==> src/rtl/tube_scan.sv <==
// tube_scan: eight-digit time-multiplexed display scanner with single-digit write,
// whole-display load and digit-enable mask. Define TUBE_BLANK_EN for inter-digit blanking.
module tube_scan #(
    parameter int DIV   = 50000,
    parameter int BLANK = 500
) (
    input  logic        clk,
    input  logic        rst,
    input  logic        wr_en,
    input  logic [2:0]  wr_addr,
    input  logic [4:0]  wr_data,
    input  logic        ld_en,
    input  logic [31:0] ld_hex,
    input  logic        mask_we,
    input  logic [7:0]  mask_data,
    output logic [4:0]  num,
    output logic [7:0]  dig_n,
    output logic        scan_wrap
);

    // Counter is sized for the slot length; BLANK < DIV so it never widens it.
    localparam int CW = $clog2((DIV > BLANK) ? DIV : BLANK + 1);
    localparam logic [CW-1:0] CNT_MAX = CW'(DIV - 1);

    logic [CW-1:0] cnt;
    logic [2:0]    idx;
    logic          tick;
    logic [4:0]    digit_buf [8];
    logic [7:0]    mask;
    logic [7:0]    sel_n;
    logic          wrap_pend;

    assign tick = (cnt == CNT_MAX);

    // NOTE: sequential state uses non-blocking assignments so every register samples pre-edge values.
    always_ff @(posedge clk or posedge rst) begin
        if (rst) begin
            cnt <= '0;
            idx <= '0;
        end else begin
            cnt <= tick ? '0 : cnt + 1'b1;
            if (tick) begin
                idx <= idx + 3'd1;
            end
        end
    end

    // NOTE: the buffer is only eight small registers, so it is reset like any flop rather than left as RAM.
    always_ff @(posedge clk or posedge rst) begin
        if (rst) begin
            for (int k = 0; k < 8; k++) begin
                digit_buf[k] <= '0;
            end
            mask <= 8'hFF;
        end else begin
            if (ld_en) begin
                for (int k = 0; k < 8; k++) begin
                    digit_buf[k] <= {1'b0, ld_hex[4*k +: 4]};
                end
            end
            // NOTE: the later non-blocking write wins, so a single-digit write overrides the load.
            if (wr_en) begin
                digit_buf[wr_addr] <= wr_data;
            end
            if (mask_we) begin
                mask <= mask_data;
            end
        end
    end

    // NOTE: every path assigns sel_n after its default, so no latch is inferred.
    always_comb begin
        sel_n = 8'hFF;
        if (mask[idx]) begin
            sel_n = ~(8'h01 << idx);
        end
`ifdef TUBE_BLANK_EN
        if (cnt < CW'(BLANK)) begin
            sel_n = 8'hFF;
        end
`endif
    end

    // Outputs lag idx/cnt by one cycle; scan_wrap is delayed once more to line up with digit 0.
    always_ff @(posedge clk or posedge rst) begin
        if (rst) begin
            num       <= '0;
            dig_n     <= 8'hFF;
            wrap_pend <= 1'b0;
            scan_wrap <= 1'b0;
        end else begin
            num       <= digit_buf[idx];
            dig_n     <= sel_n;
            wrap_pend <= tick && (idx == 3'd7);
            scan_wrap <= wrap_pend;
        end
    end

endmodule
==> config.mk <==
export PLATFORM = sky130hd
export DESIGN_NAME = tube_scan
export DESIGN_NICKNAME = d
export VERILOG_FILES = /design/src/rtl/tube_scan.sv
export SDC_FILE = /design/constraint.sdc
export NUM_CORES = 1
export LEC_CHECK = 0
export BUFFER_PORTS_ARGS = -buffer_cell sky130_fd_sc_hd__buf_2
export CORE_MARGIN = 2
export CORE_UTILIZATION = 56
export DETAILED_ROUTE_END_ITERATION = 16
export HOLD_SLACK_MARGIN = 0.15
export PLACE_DENSITY = 0.8
export SYNTH_ARGS = -nofsm -noshare
export SYNTH_HDL_FRONTEND = slang
export SYNTH_SLANG_ARGS = --single-unit
==> constraint.sdc <==
create_clock -name clk -period 2.53 [get_ports clk]
set_input_delay 0.253 -clock clk [delete_from_list [all_inputs] [get_ports clk]]
set_output_delay 0.253 -clock clk [all_outputs]
set_load 0.005 [all_outputs]
== Word-level counts from Yosys, hierarchy flattened ==
Cells that the tools add are included.

* Mux-type cells: 12
* Reductions and logical operators: 2
* Equality and inequality tests: 2
* $lt $le $gt $ge: 4
* $mul: 0
* Shift-type cells: 1
* Bitwise logic cells: 3
* Add/sub/neg operators: 2
* Divide/modulo/power cells: 0

{| class="wikitable"
|+ Operator list
! operator !! number
|-
| 40-bit two-way mux || 2
|-
| 40-bit bitwise mux || 1
|-
| 16-bit by 1-bit adder with 16-bit output (second input constant) || 1
|-
| 16-bit == test (second input constant) || 1
|-
| 16-bit two-way mux || 1
|-
| 5-bit binary-select mux with 3-bit select || 1
|-
| 5-bit demux with 3-bit select || 1
|-
| 5-bit two-way mux || 3
|-
| 4-bit >= comparator (second input constant) || 2
|-
| 8-bit two-way mux || 1
|-
| 3-bit inverter with 4-bit output || 2
|-
| 8-bit inverter || 1
|-
| 1-bit by 3-bit left shift with 8-bit output (first input constant) || 1
|-
| 3-bit by 4-bit < comparator with 1-bit output (second input constant) || 1
|-
| 4-bit by 1-bit < comparator with 1-bit output (second input constant) || 1
|-
| 3-bit by 1-bit adder with 3-bit output (second input constant) || 1
|-
| 1-bit binary-select mux with 3-bit select || 1
|-
| 3-bit == test (second input constant) || 1
|-
| 1-bit logical AND || 2
|-
| 1-bit two-way mux || 1
|}

* Flip-flop bits (word level): 82
* Latch bits: 0
* RAM bits: 0
* Memories: 0
* Word-level logic and storage cells: 41
* Output and inout bits: 14
* Bits of input ports: 53
* ROM bits: 0

== Depth between registers and ports, before layout ==
* Depth in word-level cells: 7
* Depth in mapped cells: 6
* Gate-level depth less buffers: 5

== Worst setup path before layout ==
OpenSTA, ideal clock, no wires.

* Path kind: flip-flop to flip-flop
* Start: reg idx[0]
* End: reg num[1]
* Required time: 2413 ps
* Slack: 1019 ps
* Stages on the path, launching flop included: 5
* Path buffers: 1
* Clock period less this slack: 1511 ps
* Setup time: 117 ps
* Data arrival time: 1394 ps
* Cell sequence: dfrtp_1 -> buf_2 -> mux4_2 -> nand2_1 -> nand2_1

* Longest elaborated chain between the ends: 4

{| class="wikitable"
|+ RTL lines
! element !! line !! text
|-
| start, declared || 26 || <nowiki>logic [2:0] idx;</nowiki>
|-
| start signal, assigned || 43 || <nowiki>idx <= idx + 3'd1;</nowiki>
|-
| 3-bit inverter with 4-bit output (not written as such) || 92 || <nowiki>num <= digit_buf[idx];</nowiki>
|-
| 5-bit binary-select mux with 3-bit select || 92 ||
|-
| 5-bit two-way mux (not written as such) (2 in series) || 92 ||
|-
| end signal, assigned || 92 ||
|-
| end, declared || 16 || <nowiki>output logic [4:0] num,</nowiki>
|}

Every way passes these cells. The select of a mux whose other input is x is not followed.
A chain may end at the register's enable or synchronous reset.

== Final worst setup path ==
* Start: reg cnt[0]
* End: reg idx[1]

* Longest elaborated chain between the ends: 1

{| class="wikitable"
|+ RTL lines
! element !! line !! text
|-
| start, declared || 25 || <nowiki>logic [CW-1:0] cnt;</nowiki>
|-
| start signal, assigned || 41 || <nowiki>cnt <= tick ? '0 : cnt + 1'b1;</nowiki>
|-
| 16-bit == test || 33 || <nowiki>assign tick = (cnt == CNT_MAX);</nowiki>
|}

Every way passes these cells.

==> results.md <==
- Area delta synth->final: 17.0%
- I/O Buffers: 66
- Post-Synth Adder-Cell Area: 0.0225
- Max-slew violation count: 0
- Cts hold-fix bufs: 8
- Worst path required time: 2.74 ns
- Clk sinks: 82
- Post-synthesis sequential area ratio: 0.532
- VDD IR-drop max: 0.352 mV
- Bufs on Longest Clock Path: 2
- CTS tree: yes
- DR WL/cell: 15.9 um
- Hold Path Class: in2reg
- Static leakage: 2.04 nW
- Nets: 474
- Global route total overflow: 0
- Clock Skews: 0.0120 ns
- Largest family of logic cells by synthesized area: multiplexers
- Setup Fix Bufs, Post-CTS: 0
- Mapped Area: 3900 um^2
- Post-Synth XOR/XNOR Area: 0.0315
- Final Core Density: 0.675
- Die ar.: 7640 um^2
- Total GRT Usage: 0.234
- Register area: 2070 um^2
- Distinct cells, synth: 37
- Starting Density: 0.577
- DR DRC count: 0
- Post-synthesis simple-gate area fraction: 0.151
- Number of diodes: 0
- Worst-margin pin slew: 0.812 ns
- Post-synthesis mux area share: 0.175
- DRT iter0 DRCs: 112
- Routed vias/inst: 5.48
- CP max FO: 15
- Max_cap viols: 0
- Syn avg cell area: 11.4 um^2
- Vias in the first global route: 2826
- Multi-input logic area: 1710 um^2
- Critical setup path kind: reg2reg
- Crit start category: register
- Drt pass-1 iters: 4
- Dpl hpwl: 5540 um
- Cells after Synth: 343
- Number of fill cells: 525
- Global-route wire length before repair: 13500 um
- Die Ht: 87.4 um
- Period minus WS final: 1.66 ns
- CTS root buf: clkbuf_8
- Clock latency on the worst-skew pair: 0.35 ns
- DP Worst Slack: 0.872 ns
- Total CTS buffers: 9
- Period utilization: 0.658
- Final WL: 7910 um
- Initial antenna violation count: 0
- Final WS setup: 0.865 ns
- Row cnt: 30
- Post-CTS sizing: 0
- Largest net degree at the start of global routing: 44
- Syn_nets: 403
- P per Cell Area: 570 nW/um^2
- Status: complete, no violations
- Final Setup Violations: 0
- Relative slew slack: 0.458
- RSZ-0062 raised after global routing: no
- Maximum clock rate: 0.601 GHz
- Reg clk slew, reported paths: 0.08 ns
- Layout cells sized above 1: 0.305
- Compound-cell area share of the yosys netlist: 0.0607
- Die Span X: 87.4 um
- Total number of vias: 2735
- Synthesis Warnings: 0
- Antenna Violating Nets Remaining: 0
- Final hold violation count: 0
- Crit path DAT: 1.87 ns
- Crit end category: register
- Core area: 6760 um^2
- Io pins: 67
- FF+latch count, synth: 82
- Total Neg Setup Slack: 0 ns
- RePlAce Congestion: 0.814
- CTS H-tree lvls: 3
area by class of cell:
cell class              count  share of cell area
multi-input cells         234               0.376
inverters                   8             0.00658
clock buffers              13              0.0348
clock inverters             3             0.00521
well taps                  80              0.0219
repair buffers             79               0.101
flip-flops and latches     82               0.454
synthesized netlist by cell type:
library cell / number / area share
nand3b_1: 4 / 0.0077
nor4bb_1: 2 / 0.0051
mux4_2: 12 / 0.069
and3_1: 1 / 0.0016
mux2_2: 8 / 0.023
o21ai_0: 27 / 0.035
buf_6: 1 / 0.0029
buf_1: 4 / 0.0039
mux2i_1: 32 / 0.082
inv_1: 8 / 0.0077
a21oi_2: 1 / 0.0022
or4_4: 1 / 0.0029
nor2_1: 28 / 0.027
and4_1: 1 / 0.0022
dfstp_2: 16 / 0.11
nand3_4: 1 / 0.0045
or2_4: 1 / 0.0022
nand2_1: 44 / 0.042
nor3_1: 4 / 0.0051
dfrtp_1: 66 / 0.42
a21oi_1: 17 / 0.022
clkbuf_1: 12 / 0.012
xor2_1: 6 / 0.013
o31ai_1: 1 / 0.0019
nand2b_1: 5 / 0.0080
nor4b_1: 1 / 0.0022
nor3b_2: 2 / 0.0064
nand4_1: 4 / 0.0064
nor3_2: 1 / 0.0026
nand4b_1: 3 / 0.0067
nand3_1: 6 / 0.0077
and2_1: 3 / 0.0048
nor2b_1: 1 / 0.0016
ha_1: 7 / 0.022
buf_2: 2 / 0.0026
xnor2_1: 8 / 0.018
nor4_1: 2 / 0.0032
routing by layer:
layer / vias up / global-route usage / wire length [um]
met1: 1334 / 0.310 / 3510
met3: 13 / 0.0351 / 244
met4: 0 / 0.102 / 162
met2: 59 / 0.384 / 3990
li1: 1329 / - / -
met5: - / 0 / 0
power by group:
group / switching, mW / total [mW] / leakage [nW] / internal [mW]
registers: 0.0462 / 1.46 / 0.992 / 1.41
logic: 0.135 / 0.281 / 0.966 / 0.145
clock network: 0.451 / 0.864 / 0.0859 / 0.413
total: 0.633 / 2.60 / 2.04 / 1.97
placed cells by master (no fill, tap or decap), types with 2 or more instances in the layout:
cell type / n
nor2_1: 28
nand4b_1: 3
xnor2_1: 8
dlygate4sd3_1: 9
nand4_1: 4
mux4_2: 12
clkinvlp_4: 2
a21oi_1: 17
and2_1: 3
mux2_2: 8
clkbuf_8: 11
nor3_1: 4
nor4bb_1: 2
inv_1: 7
nor3b_2: 2
ha_1: 7
clkbuf_1: 2
nand3_1: 6
buf_4: 3
dfrtp_1: 66
nand2b_1: 5
buf_2: 66
nand2_1: 44
nand3b_1: 4
xor2_1: 6
dfstp_2: 16
nor4_1: 2
o21ai_0: 27
mux2i_1: 32
stage by stage:
| stage | instance area [um^2] | instances | total power, mW | hold WS, ns |
|---|---|---|---|---|
| 6_report | 4560 | 499 | 2.60 | 0.182 |
| 5_1_grt | 4560 | 499 | 2.73 | 0.214 |
| 4_1_cts | 4550 | 498 | 2.63 | 0.152 |
| 3_5_place_dp | 4290 | 474 | 1.76 | 0.341 |
| 3_3_place_gp | 4290 | 474 | 1.74 | 0.335 |
| 2_1_floorplan | 3900 | 343 | 1.65 | 0.331 |
cell families after synthesis:
kind of cell,after synthesis
AND/OR/NAND/NOR,115
buffers and inverters,27
multiplexers,52
XOR/XNOR,14
adder cells (fa/ha/maj),7
flip-flops,82
AO/OA/AOI/OAI,46
sequential cells by signal (all words and copies together) (netlist names):
register / flops
cnt: 16
dig_n: 8
digit_buf: 40
idx: 3
mask: 8
num: 5
scan_wrap: 1
wrap_pend: 1
final timing paths:
check	cells after the start	slack, ns	from	endpoint
max	4	0.87	cnt[0]	idx[1]
min reg2reg	0	0.35	wrap_pend	scan_wrap
min	3	0.18	wr_data[4]	digit_buf[29]
max in group asynchronous	4	1.21	rst	digit_buf[21]
min in group asynchronous	3	0.62	rst	num[4]
max reg2reg	4	0.87	cnt[0]	idx[1]
critical path, stage by stage, from the launching register on:
cell and delay, ns:
dfrtp_1 0.40, ha_1 0.22, and3_1 0.22, and4_1 0.54, o21ai_0 0.16
No activity file was read; power rests on OpenSTA's default activity.
